<file path="config.mk">
export PLATFORM = sky130hd
export DESIGN_NAME = multicycle_control
export DESIGN_NICKNAME = d
export VERILOG_FILES = /design/src/rtl/mips_pkg.sv /design/src/rtl/mc_wait_timer.sv /design/src/rtl/multicycle_control.sv
export SDC_FILE = /design/constraint.sdc
export NUM_CORES = 1
export LEC_CHECK = 0
export ABC_AREA = 0
export CAP_MARGIN = 20
export CELL_PAD_IN_SITES_DETAIL_PLACEMENT = 0
export CELL_PAD_IN_SITES_GLOBAL_PLACEMENT = 1
export CORE_MARGIN = 1
export CORE_UTILIZATION = 32
export DETAILED_ROUTE_END_ITERATION = 7
export HOLD_SLACK_MARGIN = 0.02
export PLACE_DENSITY = 0.8
export SLEW_MARGIN = 20
export SYNTH_ARGS = -nofsm -noshare
export SYNTH_HDL_FRONTEND = slang
export SYNTH_SLANG_ARGS = --single-unit
</file>
<file path="constraint.sdc">
create_clock -name clk -period 2 [get_ports clk]
set_input_delay 0.3 -clock clk [delete_from_list [all_inputs] [get_ports clk]]
set_output_delay 0.3 -clock clk [all_outputs]
set_load 0.02 [all_outputs]
</file>
<file path="src/rtl/mips_pkg.sv">
// Shared encodings for the multi-cycle MIPS controller: opcodes, selector
// codes, FSM state constants and error codes.
package mips_pkg;

    // IR[31:26] opcodes understood by the sequencer
    localparam logic [5:0] OP_RTYPE = 6'b000000;
    localparam logic [5:0] OP_LW    = 6'b100011;
    localparam logic [5:0] OP_SW    = 6'b101011;
    localparam logic [5:0] OP_BEQ   = 6'b000100;
    localparam logic [5:0] OP_BNE   = 6'b000101;
    localparam logic [5:0] OP_ADDI  = 6'b001000;
    localparam logic [5:0] OP_J     = 6'b000010;

    // ALU control class
    localparam logic [1:0] ALUOP_ADD   = 2'b00;
    localparam logic [1:0] ALUOP_SUB   = 2'b01;
    localparam logic [1:0] ALUOP_FUNCT = 2'b10;
    localparam logic [1:0] ALUOP_ITYPE = 2'b11;

    // ALU B operand select
    localparam logic [1:0] SRCB_B       = 2'b00;
    localparam logic [1:0] SRCB_FOUR    = 2'b01;
    localparam logic [1:0] SRCB_IMM     = 2'b10;
    localparam logic [1:0] SRCB_IMM_SH2 = 2'b11;

    // PC source select
    localparam logic [1:0] PCSRC_ALU    = 2'b00;
    localparam logic [1:0] PCSRC_ALUOUT = 2'b01;
    localparam logic [1:0] PCSRC_JUMP   = 2'b10;

    // Error codes (sticky until reset)
    localparam logic [1:0] ERR_NONE    = 2'b00;
    localparam logic [1:0] ERR_ILLEGAL = 2'b01;
    localparam logic [1:0] ERR_TIMEOUT = 2'b10;

    // FSM state encoding (4 bits)
    typedef logic [3:0] state_t;
    localparam state_t ST_BOOT   = 4'd0;
    localparam state_t ST_FETCH  = 4'd1;
    localparam state_t ST_DECODE = 4'd2;
    localparam state_t ST_MEMADR = 4'd3;
    localparam state_t ST_MEMRD  = 4'd4;
    localparam state_t ST_MEMWB  = 4'd5;
    localparam state_t ST_MEMWR  = 4'd6;
    localparam state_t ST_EXEC_R = 4'd7;
    localparam state_t ST_RWB    = 4'd8;
    localparam state_t ST_EXEC_I = 4'd9;
    localparam state_t ST_IWB    = 4'd10;
    localparam state_t ST_BRANCH = 4'd11;
    localparam state_t ST_JUMP   = 4'd12;
    localparam state_t ST_HALT   = 4'd13;

    // States that hold a request on the shared memory port
    function automatic logic is_access_state(input state_t s);
        return (s == ST_FETCH) || (s == ST_MEMRD) || (s == ST_MEMWR);
    endfunction

    // Opcodes with a defined execution sequence
    function automatic logic is_known_op(input logic [5:0] op);
        return (op == OP_RTYPE) || (op == OP_LW) || (op == OP_SW) ||
               (op == OP_BEQ) || (op == OP_BNE) || (op == OP_ADDI) ||
               (op == OP_J);
    endfunction

endpackage

</file>
<file path="src/rtl/mc_wait_timer.sv">
// Memory wait-state counter with timeout compare. Counts cycles a request
// is held without mem_ready; saturates instead of wrapping.
module mc_wait_timer
    import mips_pkg::*;
#(
    parameter int MEM_TIMEOUT = 16
) (
    input  logic clk,
    input  logic rst_n,
    input  logic enter,      // FSM is entering an access state this cycle
    input  logic active,     // FSM is in an access state
    input  logic mem_ready,
    output logic timeout
);

    // A zero timeout still needs a 1-bit counter to keep the port legal
    localparam int CNT_W = (MEM_TIMEOUT > 0) ? $clog2(MEM_TIMEOUT + 1) : 1;
    localparam logic [CNT_W-1:0] CNT_LIMIT = CNT_W'(MEM_TIMEOUT);
    localparam logic [CNT_W-1:0] CNT_SAT   = {CNT_W{1'b1}};

    logic [CNT_W-1:0] cnt_q;
    logic [CNT_W-1:0] cnt_d;

    // Clear on entry or completion, otherwise count held-request cycles
    always_comb begin
        cnt_d = cnt_q;
        if (enter || (active && mem_ready)) begin
            cnt_d = '0;
        end else if (active && (cnt_q != CNT_SAT)) begin
            cnt_d = cnt_q + 1'b1;
        end
    end

    // Wait counter register
    always_ff @(posedge clk or negedge rst_n) begin
        if (!rst_n) begin
            cnt_q <= '0;
        end else begin
            cnt_q <= cnt_d;
        end
    end

    // Timeout depends only on registered count, so the request it drops
    // never has a combinational path back from mem_ready
    always_comb begin
        timeout = 1'b0;
        if ((MEM_TIMEOUT != 0) && active && (cnt_q == CNT_LIMIT)) begin
            timeout = 1'b1;
        end
    end

endmodule

</file>
<file path="src/rtl/multicycle_control.sv">
// Multi-cycle MIPS sequencer: fetches over a shared memory port with a
// ready handshake, decodes the opcode and drives datapath enables/selects.
module multicycle_control
    import mips_pkg::*;
#(
    parameter int MEM_TIMEOUT  = 16,
    parameter int ILLEGAL_HALT = 1
) (
    input  logic       clk,
    input  logic       rst_n,
    input  logic       run,
    input  logic [5:0] opcode,
    input  logic       mem_ready,
    output logic       pc_write,
    output logic       pc_write_beq,
    output logic       pc_write_bne,
    output logic       iord,
    output logic       mem_read,
    output logic       mem_write,
    output logic       ir_write,
    output logic       reg_dst,
    output logic       mem_to_reg,
    output logic       reg_write,
    output logic       alu_src_a,
    output logic [1:0] alu_src_b,
    output logic [1:0] alu_op,
    output logic [1:0] pc_source,
    output logic       retire,
    output logic       halted,
    output logic [1:0] err_code
);

    state_t     state_q;
    state_t     state_d;
    logic [1:0] err_q;
    logic [1:0] err_d;
    logic       access;
    logic       enter;
    logic       timeout;

    assign access = is_access_state(state_q);
    assign enter  = is_access_state(state_d) && (state_d != state_q);

    mc_wait_timer #(
        .MEM_TIMEOUT(MEM_TIMEOUT)
    ) u_wait_timer (
        .clk      (clk),
        .rst_n    (rst_n),
        .enter    (enter),
        .active   (access),
        .mem_ready(mem_ready),
        .timeout  (timeout)
    );

    // Next-state and sticky error logic
    always_comb begin
        state_d = state_q;
        err_d   = err_q;
        case (state_q)
            ST_BOOT: begin
                if (run) state_d = ST_FETCH;
            end
            ST_FETCH: begin
                if (timeout) begin
                    state_d = ST_HALT;
                    err_d   = ERR_TIMEOUT;
                end else if (mem_ready) begin
                    state_d = ST_DECODE;
                end
            end
            ST_DECODE: begin
                case (opcode)
                    OP_RTYPE:     state_d = ST_EXEC_R;
                    OP_LW, OP_SW: state_d = ST_MEMADR;
                    OP_ADDI:      state_d = ST_EXEC_I;
                    OP_BEQ,
                    OP_BNE:       state_d = ST_BRANCH;
                    OP_J:         state_d = ST_JUMP;
                    default: begin
                        if (ILLEGAL_HALT != 0) begin
                            state_d = ST_HALT;
                            err_d   = ERR_ILLEGAL;
                        end else begin
                            state_d = ST_FETCH;
                        end
                    end
                endcase
            end
            ST_MEMADR: begin
                state_d = (opcode == OP_SW) ? ST_MEMWR : ST_MEMRD;
            end
            ST_MEMRD: begin
                if (timeout) begin
                    state_d = ST_HALT;
                    err_d   = ERR_TIMEOUT;
                end else if (mem_ready) begin
                    state_d = ST_MEMWB;
                end
            end
            ST_MEMWR: begin
                if (timeout) begin
                    state_d = ST_HALT;
                    err_d   = ERR_TIMEOUT;
                end else if (mem_ready) begin
                    state_d = ST_FETCH;
                end
            end
            ST_EXEC_R: state_d = ST_RWB;
            ST_EXEC_I: state_d = ST_IWB;
            ST_MEMWB, ST_RWB, ST_IWB, ST_BRANCH, ST_JUMP: state_d = ST_FETCH;
            ST_HALT:   state_d = ST_HALT;
            default:   state_d = ST_BOOT;
        endcase
    end

    // State and error registers
    always_ff @(posedge clk or negedge rst_n) begin
        if (!rst_n) begin
            state_q <= ST_BOOT;
            err_q   <= ERR_NONE;
        end else begin
            state_q <= state_d;
            err_q   <= err_d;
        end
    end

    // Moore output decode; only the FETCH load enables and the final
    // MEMWR retire look at mem_ready
    always_comb begin
        pc_write     = 1'b0;
        pc_write_beq = 1'b0;
        pc_write_bne = 1'b0;
        iord         = 1'b0;
        mem_read     = 1'b0;
        mem_write    = 1'b0;
        ir_write     = 1'b0;
        reg_dst      = 1'b0;
        mem_to_reg   = 1'b0;
        reg_write    = 1'b0;
        alu_src_a    = 1'b0;
        alu_src_b    = SRCB_B;
        alu_op       = ALUOP_ADD;
        pc_source    = PCSRC_ALU;
        retire       = 1'b0;
        case (state_q)
            ST_FETCH: begin
                alu_src_b = SRCB_FOUR;
                if (!timeout) begin
                    mem_read = 1'b1;
                    ir_write = mem_ready;
                    pc_write = mem_ready;
                end
            end
            ST_DECODE: begin
                alu_src_b = SRCB_IMM_SH2;
                if ((ILLEGAL_HALT == 0) && !is_known_op(opcode)) begin
                    retire = 1'b1;
                end
            end
            ST_MEMADR: begin
                alu_src_a = 1'b1;
                alu_src_b = SRCB_IMM;
            end
            ST_MEMRD: begin
                iord     = 1'b1;
                mem_read = !timeout;
            end
            ST_MEMWB: begin
                reg_write  = 1'b1;
                mem_to_reg = 1'b1;
                retire     = 1'b1;
            end
            ST_MEMWR: begin
                iord      = 1'b1;
                mem_write = !timeout;
                retire    = mem_ready && !timeout;
            end
            ST_EXEC_R: begin
                alu_src_a = 1'b1;
                alu_op    = ALUOP_FUNCT;
            end
            ST_RWB: begin
                reg_write = 1'b1;
                reg_dst   = 1'b1;
                retire    = 1'b1;
            end
            ST_EXEC_I: begin
                alu_src_a = 1'b1;
                alu_src_b = SRCB_IMM;
                alu_op    = ALUOP_ITYPE;
            end
            ST_IWB: begin
                reg_write = 1'b1;
                retire    = 1'b1;
            end
            ST_BRANCH: begin
                alu_src_a    = 1'b1;
                alu_op       = ALUOP_SUB;
                pc_source    = PCSRC_ALUOUT;
                pc_write_beq = (opcode == OP_BEQ);
                pc_write_bne = (opcode == OP_BNE);
                retire       = 1'b1;
            end
            ST_JUMP: begin
                pc_write  = 1'b1;
                pc_source = PCSRC_JUMP;
                retire    = 1'b1;
            end
            default: begin
            end
        endcase
    end

    assign halted   = (state_q == ST_HALT);
    assign err_code = err_q;

endmodule

</file>
==> results of run 1 <==
## sequential cells by signal, indices dropped and copies added (netlist names)
name,count
err_code,2
state_q,4
u_wait_timer.cnt_q,5
## how the worst max path moves through the flow
stage                                      from                    end  slack, ps  cells past startpoint
after global routing                  opcode[5]  u_wait_timer.cnt_q[2]       -110                      9
after floorplan           u_wait_timer.cnt_q[0]  u_wait_timer.cnt_q[0]         50                      8
after CTS                             opcode[1]           pc_write_beq        -50                      5
after detailed placement              opcode[1]  u_wait_timer.cnt_q[2]       -400                      9
final                                state_q[0]  u_wait_timer.cnt_q[2]        -40                      7
after global placement                opcode[1]           pc_write_bne       -390                      5
## area by class of cell
cell class | instances | area (µm²) | share of cell area
flip-flops and latches | 11 | 280 | 0.118
repair buffers | 96 | 777 | 0.328
inverters | 9 | 33.8 | 0.0143
clock buffers | 4 | 45.0 | 0.0190
well taps | 48 | 60.1 | 0.0254
multi-input cells | 132 | 1170 | 0.494
## worst max-delay path, cell delays in order, from the launching register on
cell       delay (ps)
dfrtp_2           450
buf_4             180
buf_6             140
o31a_1            320
and3_4            210
o21a_1            210
o2111ai_4         270
a31oi_1           130
## metrics by stage
stage                     power (mW)  hold WS [ps]  area [µm²]  setup slack [ps]   util
final                           3.18           390        2370             -43.8  0.632
after global routing            3.39           434        2370              -114  0.632
after CTS                       2.94           405        2230             -52.3  0.595
after detailed placement        2.51           501        1930              -399  0.516
after global placement          2.45           480        1930              -386  0.516
after floorplan                 1.61          4.41        1280              46.5      -
## cell families after synthesis
kind of cell	synth area share
compound gates	0.254
xor+xnor	0.0344
fa+ha+maj	0.0295
buf+inv	0.0737
flops	0.216
mux	0.0324
simple gates	0.360
## routing by layer
metal  wire length (µm)  track usage  vias up
met4                178        0.106        0
met5                  0            0        -
met3                207       0.0335       26
met1               1890        0.245      754
li1                   -            -      772
met2               2370        0.384       60
## report_power, final
part           internal (mW)  switching (mW)
Clock                  0.139          0.0753
Sequential             0.282          0.0791
Combinational           1.27            1.34
Total                   1.69            1.49
## what timing repair did
item / CTS / global route
pin swaps: 22 / 19
setup buffers: 11 / 10
endpoints found under the setup margin: 24 / 12
resized for setup: 91 / 34
## Yosys cell counts, drive strengths merged (2+ instances only)
cell,number,area [µm²]
a211oi,3,35.0
a21boi,2,15.0
a21oi,5,25.0
a31oi,8,50.1
and2,2,12.5
and3,6,37.5
buf,8,56.3
dfrtp,11,275
ha,3,37.5
inv,9,33.8
mux2i,3,30.0
nand2,16,60.1
nand2b,4,25.0
nand3,2,10.0
nand4,2,12.5
nand4bb,3,33.8
nor2,15,58.8
nor2b,4,25.0
nor3,6,30.0
nor3b,5,47.5
nor4,2,12.5
o21a,2,15.0
o21ai,9,45.0
o22ai,2,12.5
o31a,2,17.5
or2,4,25.0
xnor2,4,35.0
==> metrics.txt, run 1 <==
first-pass GRT wire length around 7100 µm; CTS sink cnt 11; die area approximately 4200 µm²; Hold Fails Final Rpt 0; GPL Wtd Cong ~0.88; CTS tree yes; final period utilization 1.02; class of the worst hold path input pin to async pin; Diodes inserted 0; Detail Placement HPWL between 3000 and 4000 µm; Layout Nets approximately 270; area grow syn2layout 85.9%; Post-synth top flop dfrtp_1; initial antenna violation count 0; TritonCTS Buffers 3; commonest cells after routing, fill and taps aside 60 x buf_4, 16 x nand2_1, 12 x nor2_1; placed cell count ~280; Core Area ~3700 µm²; Antenna Violating Nets Remaining 0; largest net degree at the start of global routing 12; Final setup viols 5; synth warn 0; die span in y between 60 and 70 µm; setup_tns -165 ps; RSZ-0062 raised after global routing yes; failing checks negative setup slack; number of synthesized flops with an enable pin 0; sequential area share after synthesis 0.216; Least-Margin Pin Slew about 470 ps; Fillers 324; PortBufs 30; number of cells on the worst reg-to-reg path 7; H-tree Lvls 1; Worst Slack Setup Final -43.8 ps; DIE WIDTH 65.1 µm; Syn Nets roughly 170; Yosys cell types between 50 and 60; gr ovfl total 0; Peak VDD IR 0.000683 V; Via-to-Cell Ratio 5.37; GRT Overall Usage 0.215; Synth Register Bits 11; Post-synth ARST share 1.00; clock tree root driver cell clkbuf_8; min Tclk post-route 2040 ps; Iter 0 DRT Violations 77; crit start category register; Worst R2R End u_wait_timer.cnt_q[2]; DRC violations left 0; kind of critical path register to register; run status complete, but fails checks; skew final around 3.3 ps; Total Routed Length between 4000 and 5000 µm; Initial Util 0.340; crit-path max FO 7; maxcap violations 0; FF-to-FF setup slack -40 ps; Syn Area/Cell 7.90 µm²; share of post-route cells with drive strength above 1 0.504; Worst-path clk slew 50 ps; later-pin clock latency in the skew report 230 ps; FMAX ~490 MHz; Worst slew margin 0.686; power density cells ~1300 nW/µm²; Syn Inst Count ~160; Vias about 1600; CTS Hold Bufs 0; Critical Path AT ~2200 ps; nature of the critical path endpoint register; reg2reg start state_q[0]; most common cell after layout, fill and taps aside buf_4; Leak around 1.1 nW; Syn Std Cell Area about 1300 µm²; Worst EP required 2100 ps; num rows 22; Finished Layout Cells 300; number of I/O pins 31; router iterations before antenna repair 4; Final Max Slew Viols 0; clk buf depth 2; number of global-route vias before repair between 1500 and 2000; routed len/inst 15.5 µm
No activity file was read; power rests on OpenSTA's default activity.
==> run 2: changes to the inputs <==
--- a/config.mk
+++ b/config.mk
@@ -7,4 +7,5 @@
 export LEC_CHECK = 0
 export ABC_AREA = 0
+export ABC_CLOCK_PERIOD_IN_PS = 2000
 export CAP_MARGIN = 20
 export CELL_PAD_IN_SITES_DETAIL_PLACEMENT = 0
==> constraint.sdc (replaced) <==
create_clock -name clk -period 2 [get_ports clk]
set_input_delay 0.3 -clock clk [delete_from_list [all_inputs] [get_ports clk]]
set_output_delay 0.3 -clock clk [all_outputs]
set_load 0.005 [all_outputs]
==> run 2 against run 1 <==
  * The run still ends with negative setup slack left
  * Global-route usage decreased by 0.73 points
  * Via count decreased by 1.6%
  * Final area decreased by 1.9%
  * Core utilization decreased by 1.2 points
  * Combinational power decreased by 4%
  * Largest power group unchanged
  * Highest routed layer unchanged
==> metrics.txt, run 2 (same netlist as run 1, synthesis figures left out) <==
largest net degree at the start of global routing 12 (unchanged); crit-path max FO 8 (+1); initial antenna violation count 0 (unchanged); Iter 0 DRT Violations 63 (-18%); Via-to-Cell Ratio 5.24 (-2.5%); num rows 22 (unchanged); commonest cells after routing, fill and taps aside 64 x buf_4, 15 x nand2_1, 11 x nor2_1, 11 x dlygate4sd2_1, 9 x clkdlybuf4s50_1; Hold WS 380 ps (-9.93 ps); Worst-path clk slew 60 ps (about the same); die span in y 65.1 µm (unchanged); Finished Layout Cells 303 (+1.0%); min Tclk post-route 2060 ps (+13.5 ps); Worst EP required 1700 ps (-400 ps); failing checks negative setup slack; RSZ-0062 raised after global routing yes; number of I/O pins 31 (unchanged); Hold Fails Final Rpt 0 (unchanged); max incr delay on CP 500 ps (+50 ps); PortBufs 30 (unchanged); WP buf/inv 1 (-1); most common cell after layout, fill and taps aside buf_4; Antenna Violating Nets Remaining 0 (unchanged); gr ovfl total 0 (unchanged); max reg flops 5 (unchanged); Detail Placement HPWL 2900 µm (-5.2%); class of the worst hold path input pin to async pin; Initial Util 0.340 (unchanged); worst-path cell chain or2_2 -> nor2_2 -> a21o_1 -> clkdlybuf4s50_1; die area 4230 µm² (unchanged); Worst Slack Setup Final -57.4 ps (-13.5 ps); Final setup viols 7 (+2); clk buf depth 2 (unchanged); total power 3.11 mW (-2.4%); final period utilization 1.03 (+0.00677); CTS Hold Bufs 0 (unchanged); Placement Cell Area 1950 µm² (+0.71%); Core Area 3740 µm² (unchanged); Total Routed Length 4390 µm (-5.6%); first-pass GRT wire length 6820 µm (-4.5%); GPL Wtd Cong 0.890 (+1.2%); Diodes inserted 0 (unchanged); placed cell count 278 (+0.36%); maxcap violations 0 (unchanged); TritonCTS Buffers 3 (unchanged); number of global-route vias before repair 1527 (-7.5%); slowest stage cell, crit path clkdlybuf4s50_1; H-tree Lvls 1 (unchanged); most flop-heavy register u_wait_timer.cnt_q; Vias 1587 (-1.6%); CTS tree yes; Design Area, Final 2320 µm² (-1.9%); Layout Nets 269 (+1.1%); routed len/inst 14.5 µm (-6.5%); kind of critical path register to primary output; power density cells 1340 nW/µm² (-0.51%); DIE WIDTH 65.1 µm (unchanged); later-pin clock latency in the skew report 250 ps (+20 ps); crit start category register; DRC violations left 0 (unchanged); clock tree root driver cell clkbuf_8; nature of the critical path endpoint primary output; Peak VDD IR 0.000780 V (+14%); Critical Path AT 1760 ps (-390 ps); Leak 1.15 nW (+0.99%); area grow syn2layout 82.4%; share of post-route cells with drive strength above 1 0.451 (-0.0530); run status complete, but fails checks; family with the most delay on the worst path buffers and inverters; Worst slew margin 0.675 (-0.0113); CTS sink cnt 11 (unchanged); skew final 12.2 ps (+8.94 ps); GRT Overall Usage 0.208 (-0.00729); router iterations before antenna repair 4 (unchanged); Final Max Slew Viols 0 (unchanged); FMAX 486 MHz (-0.66%); Least-Margin Pin Slew 486 ps (+17.0 ps)
-- run 2: cell types whose count changed in the layout (fill, tap and decap cells not counted), sizes merged --
cell / change
buf: -5
clkdlybuf4s50: +5
dlygate4sd1: -1
dlygate4sd2: +4
-- run 2: stage by stage --
stage	utilization	setup TNS, ps	setup slack [ps]
4_1_cts	0.601	-166	-56.0
3_3_place_gp	0.520	-2560	-311
5_1_grt	0.620	-1150	-205
2_1_floorplan	-	0	56.4
6_report	0.620	-320	-57.4
3_5_place_dp	0.520	-3070	-393
-- run 2: final timing paths --
path | slack (ps) | cells after the start | endpoint | from
min in group clk | 500 | 1 | err_code[1] | err_code[1]
max in group asynchronous | 1250 | 1 | state_q[3] | rst_n
hold / removal | 380 | 1 | u_wait_timer.cnt_q[3] | rst_n
setup reg to reg | -50 | 8 | u_wait_timer.cnt_q[3] | state_q[0]
hold reg to reg | 500 | 1 | err_code[1] | err_code[1]
setup / recovery | -60 | 4 | reg_write | state_q[3]
-- run 2: repair_timing --
item                                    in CTS  in global routing
gates resized for setup                     53                 20
endpoints found under the setup margin      24                 16
setup buffers                               18                  4
pin swaps                                   21                  4
endpoints found under the hold margin        0                  0
-- run 2: layout make-up --
class,count,area [µm²]
sequential,11,280
fill,314,1420
timing repair buffer,99,835
inverter,9,33.8
clock buffer,4,45.0
tap,48,60.1
multi-input combinational,132,1070
-- run 2: metal layers --
layer  routed length [µm]  share of wire  vias to the layer above  global-route usage
li1                     -              -                      776                   -
met1                 1990           0.45                      753               0.265
met2                 2150           0.49                       51               0.368
met3                  209          0.048                        7              0.0282
met4                   43         0.0098                        0              0.0435
met5                    0              0                        -                   0
-- run 2: power breakdown --
| group | total [mW] | internal [mW] | switching [mW] |
|---|---|---|---|
| logic | 2.51 | 1.38 | 1.12 |
| clock network | 0.230 | 0.140 | 0.0898 |
| registers | 0.368 | 0.281 | 0.0862 |
==> edit (config.mk and constraints of run 2) <==
Put one more register stage on the output `err_code`, cleared by the reset. The value now appears one clock later. The other outputs are not delayed to match.
--- a/src/rtl/multicycle_control.sv
+++ b/src/rtl/multicycle_control.sv
@@ -212,7 +212,13 @@
     end
 
     assign halted   = (state_q == ST_HALT);
-    assign err_code = err_q;
+    always_ff @(posedge clk or negedge rst_n) begin
+        if (!rst_n) begin
+            err_code <= '0;
+        end else begin
+            err_code <= err_q;
+        end
+    end
 
 endmodule
 
Check against the original RTL: not equivalent (Yosys sat finds a counterexample within 4 cycles, from zero or initial values and one cycle with rst_n low).
==> edit against run 2 <==
Routed wire length increased by 5.9%; utilization decreased by 0.15 points; sequential power increased by 29%; total power increased by 3.2%; area after synthesis increased by 2.3%; worst setup slack got worse by 0.23 ns; non-clock buffer count decreased by 3; sequential cell count increased by 2; highest routed layer unchanged; the flow still finishes with violations (negative setup slack); design area increased by 0.49%; die area increased by 2.2%; critical path type is now register to register.
==> edit: results (changes against run 2) <==
The flow ran to the end, but the final reports show violations. The final reports fail on negative setup slack. The sequential-to-total area share from yosys stat came to 0.2500 (+0.03368). The post-route setup TNS is -1.758 ns (-1.438 ns). The detailed router's first-iteration violation count came out at 91 (+44%). The clock input transition at the sequential cells of the worst setup and hold paths is about 0.050 ns. The post-synth net total came out at 182 (+4.6%). The final estimated routing congestion in global placement came out at 0.9032 (+1.5%). The least setup slack across all paths after layout is -0.2907 ns (-0.2333 ns).

The number of failing setup endpoints in the final timing report came to 9 (+2). The worst endpoint data arrival time is 2.41 ns (+0.65 ns). The all-layer global routing usage is 0.2210 (+0.01350). For this design, the slowest cell found on the critical path is dfrtp_1.

The kind of cell with the highest combined delay along the critical path is compound AO/OA/AOI/OAI gates. The detailed-route wire length per cell is 15.24 um (+5.2%). The worst-case headroom to the max-slew limit came to 0.6074 (-0.06770). The highest ir drop seen on vdd is 0.8394 mV (+7.6%). In the post-synthesis netlist, the biggest area contributors are dfrtp_1 25%, nor2_1 4.3%, a21oi_1 4.2%. The number of nets in the layout is 271 (+0.74%). The number of global-route vias before repair is 1654 (+8.3%). The initial antenna violation count is 0 (unchanged). The routing usage on met3 is 0.02586 (-0.002307).

In the synthesized netlist, the cells that appear most often are 15 x nor2_1, 13 x dfrtp_1, 13 x nand2_1, 11 x a21oi_1, 11 x o21ai_0. The total leakage power came out at 1.151 nW (+0.28%). The worst stage delay on the critical path was 0.36 ns (-0.14 ns). The wire length of the first global-routing pass is 7431 um (+9.0%). The share of cells above drive strength 1 came out at 0.4630 (+0.01205).

The met2 capacity usage during global routing is 0.3929 (+0.02437). The buffer type at the clock tree root is clkbuf_8. The highest fanout seen on the critical path came out at 6 (-2). The total half-perimeter wirelength after legalization and detailed placement is 3317 um (+14%). The largest registers in the layout are u_wait_timer.cnt_q x5, state_q x4.
edit: changes by cell type after synthesis, sizes merged, moves of 3 or more:
cell	run 2	this run
nor3	6	9
a31oi	8	2
o21ai	9	12
clkbuf	1	6
a21oi	5	11
nand2	16	13
and2	2	6
edit: repair_timing:
item | 4_1_cts | 5_1_grt
pin swaps | 10 | 9
setup buffers | 8 | 9
resized for setup | 60 | 31
cloned | 1 | 0
endpoints found under the setup margin | 23 | 13
edit: stage by stage:
step           setup WS, ns    util  hold WS (ns)  std cells  cell area (um2)
6_report            -0.2907  0.6184        0.3797        305             2332
5_1_grt             -0.4015  0.6184        0.3981        305             2332
4_1_cts             -0.3150  0.5853        0.3845        297             2207
3_5_place_dp        -0.6450  0.5246        0.3660        285             1978
3_3_place_gp        -0.5209  0.5246        0.3639        285             1978
2_1_floorplan       -0.1728       -      0.004409        169             1306
edit: worst paths after layout:
kind,from,to,slack (ns),cells past startpoint
worst min register to register,err_q[0],err_code[0],0.38,0
max in group asynchronous,rst_n,state_q[0],1.15,1
min in group asynchronous,rst_n,state_q[1],0.44,1
worst min-delay path,err_q[0],err_code[0],0.38,0
worst max-delay path,u_wait_timer.cnt_q[1],u_wait_timer.cnt_q[1],-0.29,12
worst max register to register,u_wait_timer.cnt_q[1],u_wait_timer.cnt_q[1],-0.29,12
edit: kinds of logic (layout without fill, tap and decap cells):
family / Yosys count / after routing / share of synthesized area
muxes: 2 / 2 / 0.01539
xor gates and xnor gates: 4 / 4 / 0.02693
and+or+nand+nor: 79 / 79 / 0.3615
DFF: 13 / 13 / 0.2500
AOI/OAI and AO/OA: 48 / 48 / 0.2461
buffers and inverters: 20 / 108 / 0.07115
adders and majority gates: 3 / 3 / 0.02885
edit: layer usage:
layer	part of all wire	vias up
met5	0	-
met4	0.0090	0
met3	0.052	6
met2	0.52	58
met1	0.42	816
li1	-	797
edit: final cells by class:
cell class,instances,area [um2]
Tap cell,48,60.06
Timing Repair Buffer,96,807.0
Fill cell,320,1439
Clock buffer,4,45.04
Sequential cell,13,327.8
Inverter,8,30.03
Multi-Input combinational cell,136,1062
edit: where the power goes:
group	switching, mW	internal (mW)
registers	0.0987	0.374
logic	1.12	1.38
clock network	0.0881	0.140
